### src/rtl/cordic_pkg.sv
// Shared widths, constants and arctangent table for the pipelined CORDIC sin/cos.
package cordic_pkg;

    localparam int unsigned IO_W     = 16;
    localparam int unsigned INT_W    = 18;
    localparam int unsigned ITER_DEF = 16;
    localparam int unsigned Z_SHIFT  = 2;      // Q2.13 angle -> 2^15 internal z scale

    localparam int K_FIX    = 39797;           // round(0.6072529 * 2^16)
    localparam int SAT_MAX  = 16384;           // +1.0 in Q1.14

    localparam logic signed [IO_W-1:0] PI_Q13      = 16'sh6488;
    localparam logic signed [IO_W-1:0] HALF_PI_Q13 = 16'sh3244;
    localparam int                     PI_Z        = 25736 * 4;

    typedef logic signed [INT_W-1:0] dat_t;

    typedef struct packed {
        dat_t x;
        dat_t y;
        dat_t z;
        logic neg;
    } cordic_stage_t;

    // round(atan(2^-i) * 2^15); zero beyond the representable range
    function automatic dat_t atan_lut(input int unsigned i);
        dat_t r;
        case (i)
            0:       r = 18'sd25736;
            1:       r = 18'sd15193;
            2:       r = 18'sd8027;
            3:       r = 18'sd4075;
            4:       r = 18'sd2045;
            5:       r = 18'sd1024;
            6:       r = 18'sd512;
            7:       r = 18'sd256;
            8:       r = 18'sd128;
            9:       r = 18'sd64;
            10:      r = 18'sd32;
            11:      r = 18'sd16;
            12:      r = 18'sd8;
            13:      r = 18'sd4;
            14:      r = 18'sd2;
            15:      r = 18'sd1;
            default: r = 18'sd0;
        endcase
        return r;
    endfunction

endpackage

### src/rtl/cordic_stage.sv
// One registered CORDIC micro-rotation with shift index SHIFT.
module cordic_stage
    import cordic_pkg::*;
#(
    parameter int unsigned SHIFT = 0
) (
    input  logic          clk,
    input  logic          rst,
    input  logic          valid_in,
    input  cordic_stage_t stage_i,
    output logic          valid_out,
    output cordic_stage_t stage_o
);

    localparam dat_t ATAN = atan_lut(SHIFT);

    cordic_stage_t stage_d, stage_q;
    logic          vld_d, vld_q;
    dat_t          x_in, y_in, z_in, x_sh, y_sh;

    // rotate toward z = 0
    always_comb begin
        stage_d = stage_i;
        vld_d   = valid_in;
        x_in    = stage_i.x;
        y_in    = stage_i.y;
        z_in    = stage_i.z;
        x_sh    = x_in >>> SHIFT;
        y_sh    = y_in >>> SHIFT;
        if (!z_in[INT_W-1]) begin
            stage_d.x = x_in - y_sh;
            stage_d.y = y_in + x_sh;
            stage_d.z = z_in - ATAN;
        end else begin
            stage_d.x = x_in + y_sh;
            stage_d.y = y_in - x_sh;
            stage_d.z = z_in + ATAN;
        end
    end

    always_ff @(posedge clk) begin
        if (rst) begin
            stage_q <= '0;
            vld_q   <= 1'b0;
        end else begin
            stage_q <= stage_d;
            vld_q   <= vld_d;
        end
    end

    assign stage_o   = stage_q;
    assign valid_out = vld_q;

endmodule

### src/rtl/cordic_main.sv
// Fully pipelined rotation-mode CORDIC producing Q1.14 cos/sin from a Q2.13 angle.
module cordic_main
    import cordic_pkg::*;
#(
    parameter int unsigned ITER = ITER_DEF
) (
    input  logic            clk,
    input  logic            rst,
    input  logic [IO_W-1:0] angle,
    input  logic            valid_in,
    output logic [IO_W-1:0] cos_out,
    output logic [IO_W-1:0] sin_out,
    output logic            valid_out
);

    logic signed [IO_W-1:0] ang_d, ang_q;
    logic                   ang_vld_d, ang_vld_q;
    cordic_stage_t          fold_d, fold_q;
    logic                   fold_vld_d, fold_vld_q;
    logic        [IO_W-1:0] cos_d, cos_q, sin_d, sin_q;
    logic                   vout_d, vout_q;
    dat_t                   z_ext;

    cordic_stage_t pipe [ITER+1];
    logic          vld  [ITER+1];

    // negate, round to 2^14 scale and clamp to +/-1.0
    function automatic logic [IO_W-1:0] scale_out(input dat_t v, input logic neg);
        logic signed [INT_W:0] w;
        w = (INT_W+1)'(v);
        if (neg) w = -w;
        w = (w + (INT_W+1)'(2)) >>> 2;
        if (w > (INT_W+1)'(SAT_MAX))       w = (INT_W+1)'(SAT_MAX);
        else if (w < (INT_W+1)'(-SAT_MAX)) w = (INT_W+1)'(-SAT_MAX);
        return IO_W'(w);
    endfunction

    // capture input, then fold into [-pi/2, pi/2] using cos/sin(a -/+ pi) = -cos/sin(a)
    always_comb begin
        ang_d      = $signed(angle);
        ang_vld_d  = valid_in;
        z_ext      = dat_t'(ang_q) <<< Z_SHIFT;
        fold_vld_d = ang_vld_q;
        fold_d     = '{x: dat_t'(K_FIX), y: '0, z: z_ext, neg: 1'b0};
        if (ang_q > HALF_PI_Q13) begin
            fold_d.z   = z_ext - dat_t'(PI_Z);
            fold_d.neg = 1'b1;
        end else if (ang_q < -HALF_PI_Q13) begin
            fold_d.z   = z_ext + dat_t'(PI_Z);
            fold_d.neg = 1'b1;
        end
    end

    assign pipe[0] = fold_q;
    assign vld[0]  = fold_vld_q;

    for (genvar g = 0; g < int'(ITER); g++) begin : g_stage
        cordic_stage #(
            .SHIFT(g)
        ) u_stage (
            .clk      (clk),
            .rst      (rst),
            .valid_in (vld[g]),
            .stage_i  (pipe[g]),
            .valid_out(vld[g+1]),
            .stage_o  (pipe[g+1])
        );
    end

    // outputs update only on valid results and hold otherwise
    always_comb begin
        cos_d  = cos_q;
        sin_d  = sin_q;
        vout_d = vld[ITER];
        if (vld[ITER]) begin
            cos_d = scale_out(pipe[ITER].x, pipe[ITER].neg);
            sin_d = scale_out(pipe[ITER].y, pipe[ITER].neg);
        end
    end

    always_ff @(posedge clk) begin
        if (rst) begin
            ang_q      <= '0;
            ang_vld_q  <= 1'b0;
            fold_q     <= '0;
            fold_vld_q <= 1'b0;
            cos_q      <= '0;
            sin_q      <= '0;
            vout_q     <= 1'b0;
        end else begin
            ang_q      <= ang_d;
            ang_vld_q  <= ang_vld_d;
            fold_q     <= fold_d;
            fold_vld_q <= fold_vld_d;
            cos_q      <= cos_d;
            sin_q      <= sin_d;
            vout_q     <= vout_d;
        end
    end

    assign cos_out   = cos_q;
    assign sin_out   = sin_q;
    assign valid_out = vout_q;

endmodule

### config.mk
export PLATFORM = sky130hd
export DESIGN_NAME = cordic_main
export DESIGN_NICKNAME = d
export VERILOG_FILES = /design/src/rtl/cordic_pkg.sv /design/src/rtl/cordic_stage.sv /design/src/rtl/cordic_main.sv
export SDC_FILE = /design/constraint.sdc
export NUM_CORES = 2
export LEC_CHECK = 0
export CORE_MARGIN = 2
export CORE_UTILIZATION = 55
export CTS_CLUSTER_DIAMETER = 80
export DETAILED_ROUTE_END_ITERATION = 8
export PLACE_DENSITY = 0.7
export SLEW_MARGIN = 0
export SYNTH_ARGS = -nofsm -noshare
export SYNTH_HDL_FRONTEND = slang
export SYNTH_SLANG_ARGS = --single-unit
### constraint.sdc
create_clock -name clk -period 8.7 [get_ports clk]
set_input_delay 1.305 -clock clk [delete_from_list [all_inputs] [get_ports clk]]
set_output_delay 1.305 -clock clk [all_outputs]
set_load 0.05 [all_outputs]
After elaboration in Yosys (flattened, before gate mapping)
Cells that the tools add are included.
{"block": "word_totals", "latchBits": 0, "n_memories": 0, "output_inout_bits": 33, "mem_bits_rw": 0, "rom_bits": 0, "inputBits": 19, "ff_bits": 984}
{"block": "classes", "shift": 0, "n_mul": 0, "n_mux": 27, "n_eq_ne": 0, "magnitude_cmp": 6, "bitwise_logic": 0, "n_addsub": 101, "n_reduce_logical": 0, "div": 0}
{"operator": "$mux 54", "count": 16}
{"operator": "$mux 19", "count": 6}
{"operator": "$mux 16", "count": 4}
{"operator": "$mux 53", "count": 1}
{"operator": "$add 19x3->19 const B", "count": 2}
{"operator": "$neg 18->19", "count": 2}
{"operator": "$add 18x10->18", "count": 2}
{"operator": "$add 18x11->18", "count": 2}
{"operator": "$add 18x12->18", "count": 2}
{"operator": "$add 18x12->18 const B", "count": 2}
{"operator": "$add 18x13->18", "count": 2}
{"operator": "$add 18x14->18", "count": 2}
{"operator": "$add 18x15->18", "count": 2}
{"operator": "$add 18x16->18", "count": 2}
{"operator": "$add 18x17->18", "count": 2}
{"operator": "$add 18x3->18", "count": 2}
{"operator": "$add 18x4->18", "count": 2}
{"operator": "$add 18x5->18", "count": 2}
{"operator": "$add 18x6->18", "count": 2}
{"operator": "$add 18x7->18", "count": 2}
{"operator": "$add 18x8->18", "count": 2}
{"operator": "$add 18x9->18", "count": 2}
{"operator": "$sub 18x10->18", "count": 2}
{"operator": "$sub 18x11->18", "count": 2}
{"operator": "50 further kinds", "count": 67}

Logic depth before layout (Yosys ltp)
{"block": "depth", "ltp_word": 7, "ltp_mapped": 17, "depth_no_buf": 17}

Modules after synthesis
From an unflattened synthesis, not the netlist that was laid out.
{"block": "unflattened", "hier_cells": 8659, "area_unflattened_um2": 71871.4}
{"module": "cordic_main", "instances": 1, "cells_each": 618, "area_per_inst_um2": 5029.8}
{"module": "cordic_stage (g_stage[0].u_stage)", "instances": 1, "cells_each": 603, "area_per_inst_um2": 4724.5}
{"module": "cordic_stage (g_stage[4].u_stage)", "instances": 1, "cells_each": 561, "area_per_inst_um2": 4574.4}
{"module": "cordic_stage (g_stage[2].u_stage)", "instances": 1, "cells_each": 557, "area_per_inst_um2": 4568.1}
{"module": "cordic_stage (g_stage[3].u_stage)", "instances": 1, "cells_each": 550, "area_per_inst_um2": 4535.6}
{"module": "cordic_stage (g_stage[1].u_stage)", "instances": 1, "cells_each": 547, "area_per_inst_um2": 4439.3}
{"module": "cordic_stage (g_stage[12].u_stage)", "instances": 1, "cells_each": 498, "area_per_inst_um2": 4155.2}
{"module": "cordic_stage (g_stage[15].u_stage)", "instances": 1, "cells_each": 488, "area_per_inst_um2": 4116.4}
{"module": "cordic_stage (g_stage[10].u_stage)", "instances": 1, "cells_each": 484, "area_per_inst_um2": 4040.1}
{"module": "cordic_stage (g_stage[7].u_stage)", "instances": 1, "cells_each": 480, "area_per_inst_um2": 4025.1}
{"module": "cordic_stage (g_stage[14].u_stage)", "instances": 1, "cells_each": 476, "area_per_inst_um2": 4021.4}
{"module": "cordic_stage (g_stage[11].u_stage)", "instances": 1, "cells_each": 474, "area_per_inst_um2": 4017.6}
{"module": "cordic_stage (g_stage[6].u_stage)", "instances": 1, "cells_each": 470, "area_per_inst_um2": 3998.8}
{"module": "cordic_stage (g_stage[13].u_stage)", "instances": 1, "cells_each": 480, "area_per_inst_um2": 3946.3}
{"module": "3 more rows"}

Worst setup path after synthesis
No wires, ideal clock.
{"block": "synth_path", "kind": "register to register", "from": "register g_stage[15].u_stage.stage_q, in the netlist g_stage[15].u_stage.stage_o[0]", "to": "register cos_q[10], in the netlist cos_out[10]", "slack_ns": 4.938, "period_less_slack_ns": 3.762, "t_required_ns": 8.583, "path_stages_with_launch": 16, "t_arrival_ns": 3.645, "cell_sequence": "dfxtp_1 clkbuf_1 clkbuf_1 clkbuf_1 clkbuf_1 clkbuf_1 nand2b_1 xnor2_1 ha_1 nand2_1 or3_4 or3_1 and3_1 mux2_4 buf_6 a32o_1"}
{"block": "synth_via", "elab_chain_cells": 6}
{"item": "from (decl)", "line": "cordic_stage.sv:17", "rtl": "cordic_stage_t stage_d, stage_q;"}
{"item": "from (signal assigned)", "line": "cordic_stage.sv:46", "rtl": "stage_q <= stage_d;"}
{"item": "$mux 19 *", "line": "cordic_main.sv:31", "rtl": "if (neg) w = -w;"}
{"item": "$mux 19 *", "line": "cordic_main.sv:75", "rtl": "if (vld[ITER]) begin"}
{"item": "$add 19x3->19 *", "line": "cordic_main.sv:32", "rtl": "w = (w + (INT_W+1)'(2)) >>> 2;"}
{"item": "$lt 17x15->1", "line": "cordic_main.sv:34", "rtl": "else if (w < (INT_W+1)'(-SAT_MAX)) w = (INT_W+1)'(-SAT_MAX);"}
{"item": "$mux 16", "line": "cordic_main.sv:34"}
{"item": "$mux 16 *", "line": "cordic_main.sv:33", "rtl": "if (w > (INT_W+1)'(SAT_MAX)) w = (INT_W+1)'(SAT_MAX);"}
{"item": "to (signal assigned)", "line": "cordic_main.sv:95", "rtl": "cos_q <= cos_d;"}
{"item": "to (decl)", "line": "cordic_main.sv:20", "rtl": "logic [IO_W-1:0] cos_d, cos_q, sin_d, sin_q;"}
Every way passes the cells marked *; elsewhere a longest branch is shown, timed or not. The select of a mux whose other input is x is not followed.
A chain may end at the register's enable or synchronous reset.

Worst setup path after layout
{"block": "layout_path", "from": "register g_stage[6].u_stage.stage_q, in the netlist g_stage[6].u_stage.stage_o[18]", "to": "register g_stage[7].u_stage.stage_q, in the netlist g_stage[7].u_stage.stage_o[36]"}
{"block": "layout_via", "elab_chain_cells": 1}
{"item": "from (decl)", "line": "cordic_stage.sv:17"}
{"item": "from (signal assigned)", "line": "cordic_stage.sv:46"}
{"item": "$mux 54", "line": "cordic_stage.sv:30", "rtl": "if (!z_in[INT_W-1]) begin"}
{"item": "to (signal assigned)", "line": "cordic_stage.sv:46"}
{"item": "to (decl)", "line": "cordic_stage.sv:17"}
Every way passes these cells.

==> results.yml <==
run_status:
  outcome: "finished clean"
setup_path:
  crit_cells: 11
  rr_worst_depth: 11
  cp-start-kind: "flop"
  cp-end-kind: "flop"
  regToRegSetupSlack_ns: 4.45
  path_cells: "mux2i_1, ha_1, nor2b_1, o21ai_0, a21boi_0, o41ai_1, o21ai_0, o41ai_1, o21ai_0, a31oi_1, mux2i_1"
  slowest_stage: "dfxtp_1"
  critPathArrivalTime_ns: 4.83
  r2r_end: "g_stage[7].u_stage.stage_o[36]"
  critPathKind: "flop to flop"
  worstPathMaxFanout: 35
  critical_path.top_delay_family: "compound AO/OA/AOI/OAI gates"
  crit_buf_inv: 0
  reg2reg_from: "g_stage[6].u_stage.stage_o[18]"
  crit_required_ns: 9.28
  crit_top_cell: "o21ai_0"
  cp_slowest_stage_delay_ns: 1.04
layout:
  layout_commonest_cell: "nor2_1"
  n_fill_cell: 9577
  drive_gt1_share_pct: 4.20
  final_cell_mix: "nor2_1, dfxtp_1, ha_1, a21oi_1, xnor2_1"
  diodes: 0
  syn_to_final_growth_pct: 8.19
  nets: 7855
logic_synthesis:
  netlist_area_um2: 59600
  synthCells: 7079
  syn-mean-instance-area_um2: 8.42
  synth-xor-area-share_pct: 11.7
  synthArstFlopShare_pct: 0
  yosys.area_share.simple_pct: 18.7
  synth_mux_area_share_pct: 1.37
  ys_ff_latch: 884
  yosysWarnings: 0
  synth_nets: 7889
  synth_compound_area_share_pct: 17.8
  synth_fa_ha_area_share_pct: 17.1
  synth_seq_area_share_pct: 29.7
  synth_top_family_by_area: "simple AND/OR/NAND/NOR gates"
  synth_cell_type_count: 84
  ys.flop_type: "dfxtp_1"
  synth_edf_count: 0
grt:
  grt_pass1_wl_um: 223000
  met1_usage_pct: 29.4
  grtUsageMet3_pct: 3.07
  busiest_layer: "met2"
  use_met2_pct: 42.2
  overflow: 0
  grt_start_max_net_pins: 212
  grt_antenna_before_repair: 4
  grt_pass1_vias: 46711
  grt_usage_pct: 23.7
sta:
  period_minus_slack_ns: 4.25
  relSlewSlack_pct: 20.7
  finalCritPeriodShare_pct: 48.8
  setup_ws_ns: 4.45
  fmaxAchievable_ghz: 0.236
  slew_viol_final: 0
  fin_tns_setup_ns: 0
  finalSetupViolCount: 0
  rsz0062_at_grt: "false"
  fin_skew_ns: 0.0333
  tightest_slew_ns: 1.19
  hold_viol: 0
route:
  drt-initial-drc-count: 2842
  routed_wl_um: 133000
  avgViaCountPerCell: 5.69
  antenna_left: 0
  vias: 48443
  drc_errors: 0
  routedWlPerCell_um: 15.7
  drt-pass1-iter-count: 6
clock_tree:
  cts_sinks: 884
  clk_pin_slew_worst_paths_ns: 0.06
  clockBufferDepth: 3
  cts.repair.resized: 0
  cts_tree: "done"
  insertion_delay_ns: 0.67
  postCtsHoldBufs: 0
  post_cts_buffers: 0
  cts_buffers: 98
  htree_levels: 3
  clockRootBuffer: "clkbuf_16"
floorplanning:
  coreArea_um2: 107000
  dieHeight_um: 333
  dieArea_um2: 111000
  start_util_pct: 55.5
  ios: 52
  rows: 120
  die_width_um: 333
worst_hold_path:
  worstHoldStart: "g_stage[13].u_stage.valid_out"
  worstHoldPathType: "flop to flop"
  holdPathEnd: "g_stage[14].u_stage.valid_out"
  whs_path_depth: 1
flow_run:
  maxCapViolations: 0
placed_design:
  portBuffers: 51
  hpwlAfterDp_um: 102000
  place_ws_ns: 4.58
  gp_congestion: 0.911
[worst register-to-register path, stage by stage (launching register included)]
cell	delay [ns]
dfxtp_1	1.04
mux2i_1	0.40
ha_1	0.29
nor2b_1	0.12
o21ai_0	0.22
a21boi_0	0.19
o41ai_1	0.43
o21ai_0	0.22
o41ai_1	0.53
o21ai_0	0.28
a31oi_1	0.26
mux2i_1	0.20
[cells by family (layout without fill, tap and decap cells)]
logic type	after synthesis	in the layout
simple gates	2330	2330
compound gates	1629	1629
flops	884	884
xor+xnor	796	796
fa+ha+maj	791	791
buf+inv	572	608
mux	77	77
[worst max-delay path by stage]
stage | from | to
after CTS | g_stage[6].u_stage.stage_o[18] | g_stage[7].u_stage.stage_o[36]
after global placement | g_stage[9].u_stage.stage_o[52] | g_stage[10].u_stage.stage_o[35]
after global routing | g_stage[6].u_stage.stage_o[18] | g_stage[7].u_stage.stage_o[36]
final | g_stage[6].u_stage.stage_o[18] | g_stage[7].u_stage.stage_o[36]
after floorplan | g_stage[15].u_stage.stage_o[0] | cos_out[10]
after detailed placement | g_stage[6].u_stage.stage_o[18] | g_stage[7].u_stage.stage_o[36]
[cell usage after synthesis (all sizes together), types with 128 or more instances]
| library cell | count | area [um^2] |
|---|---|---|
| clkbuf | 183 | 687 |
| a21oi | 509 | 2550 |
| nand3 | 128 | 641 |
| nor3 | 231 | 1160 |
| nor2 | 949 | 3560 |
| ha | 749 | 9370 |
| xor2 | 332 | 2910 |
| inv | 370 | 1390 |
| nor2b | 244 | 1530 |
| nand2 | 330 | 1240 |
| dfxtp | 884 | 17700 |
| o21ai | 278 | 1390 |
| xnor2 | 464 | 4060 |
| a21o | 182 | 1370 |
[registers in the layout (all words and copies together), names as in the netlist]
| register | flops |
|---|---|
| sin_out | 16 |
| cos_out | 16 |
| fold_q | 18 |
| fold_vld_q | 1 |
| ang_q | 16 |
| valid_out | 1 |
| g_stage.u_stage.valid_out | 16 |
| ang_vld_q | 1 |
| g_stage.u_stage.stage_o | 799 |
[layout make-up]
type | instances | area [um^2] | share of cell area [%]
Clock buffer | 138 | 2850 | 4.42
Tap cell | 1403 | 1760 | 2.72
Clock inverter | 32 | 380 | 0.590
Timing Repair Buffer | 68 | 668 | 1.04
Multi-Input combinational cell | 5623 | 39800 | 61.6
Inverter | 370 | 1390 | 2.16
Sequential cell | 884 | 17700 | 27.4
[metrics by stage]
step | cells | hold slack, ns | utilization (%) | cell area (um^2)
5_1_grt | 8518 | 0.445 | 60.1 | 64500
4_1_cts | 8518 | 0.432 | 60.1 | 64500
3_5_place_dp | 8348 | 0.420 | 57.1 | 61300
6_report | 8518 | 0.431 | 60.1 | 64500
2_1_floorplan | 7079 | 0.414 | - | 59600
3_3_place_gp | 8348 | 0.416 | 57.1 | 61300
[metal layers]
metal	part of all wire (%)	routed length (um)
met1	45	60600
met4	2.8	3720
met3	3.9	5220
met5	0.022	30
met2	48	63900
Power is not shown: default switching activity piles up to over one toggle a cycle in this logic, so the estimate is an artifact.
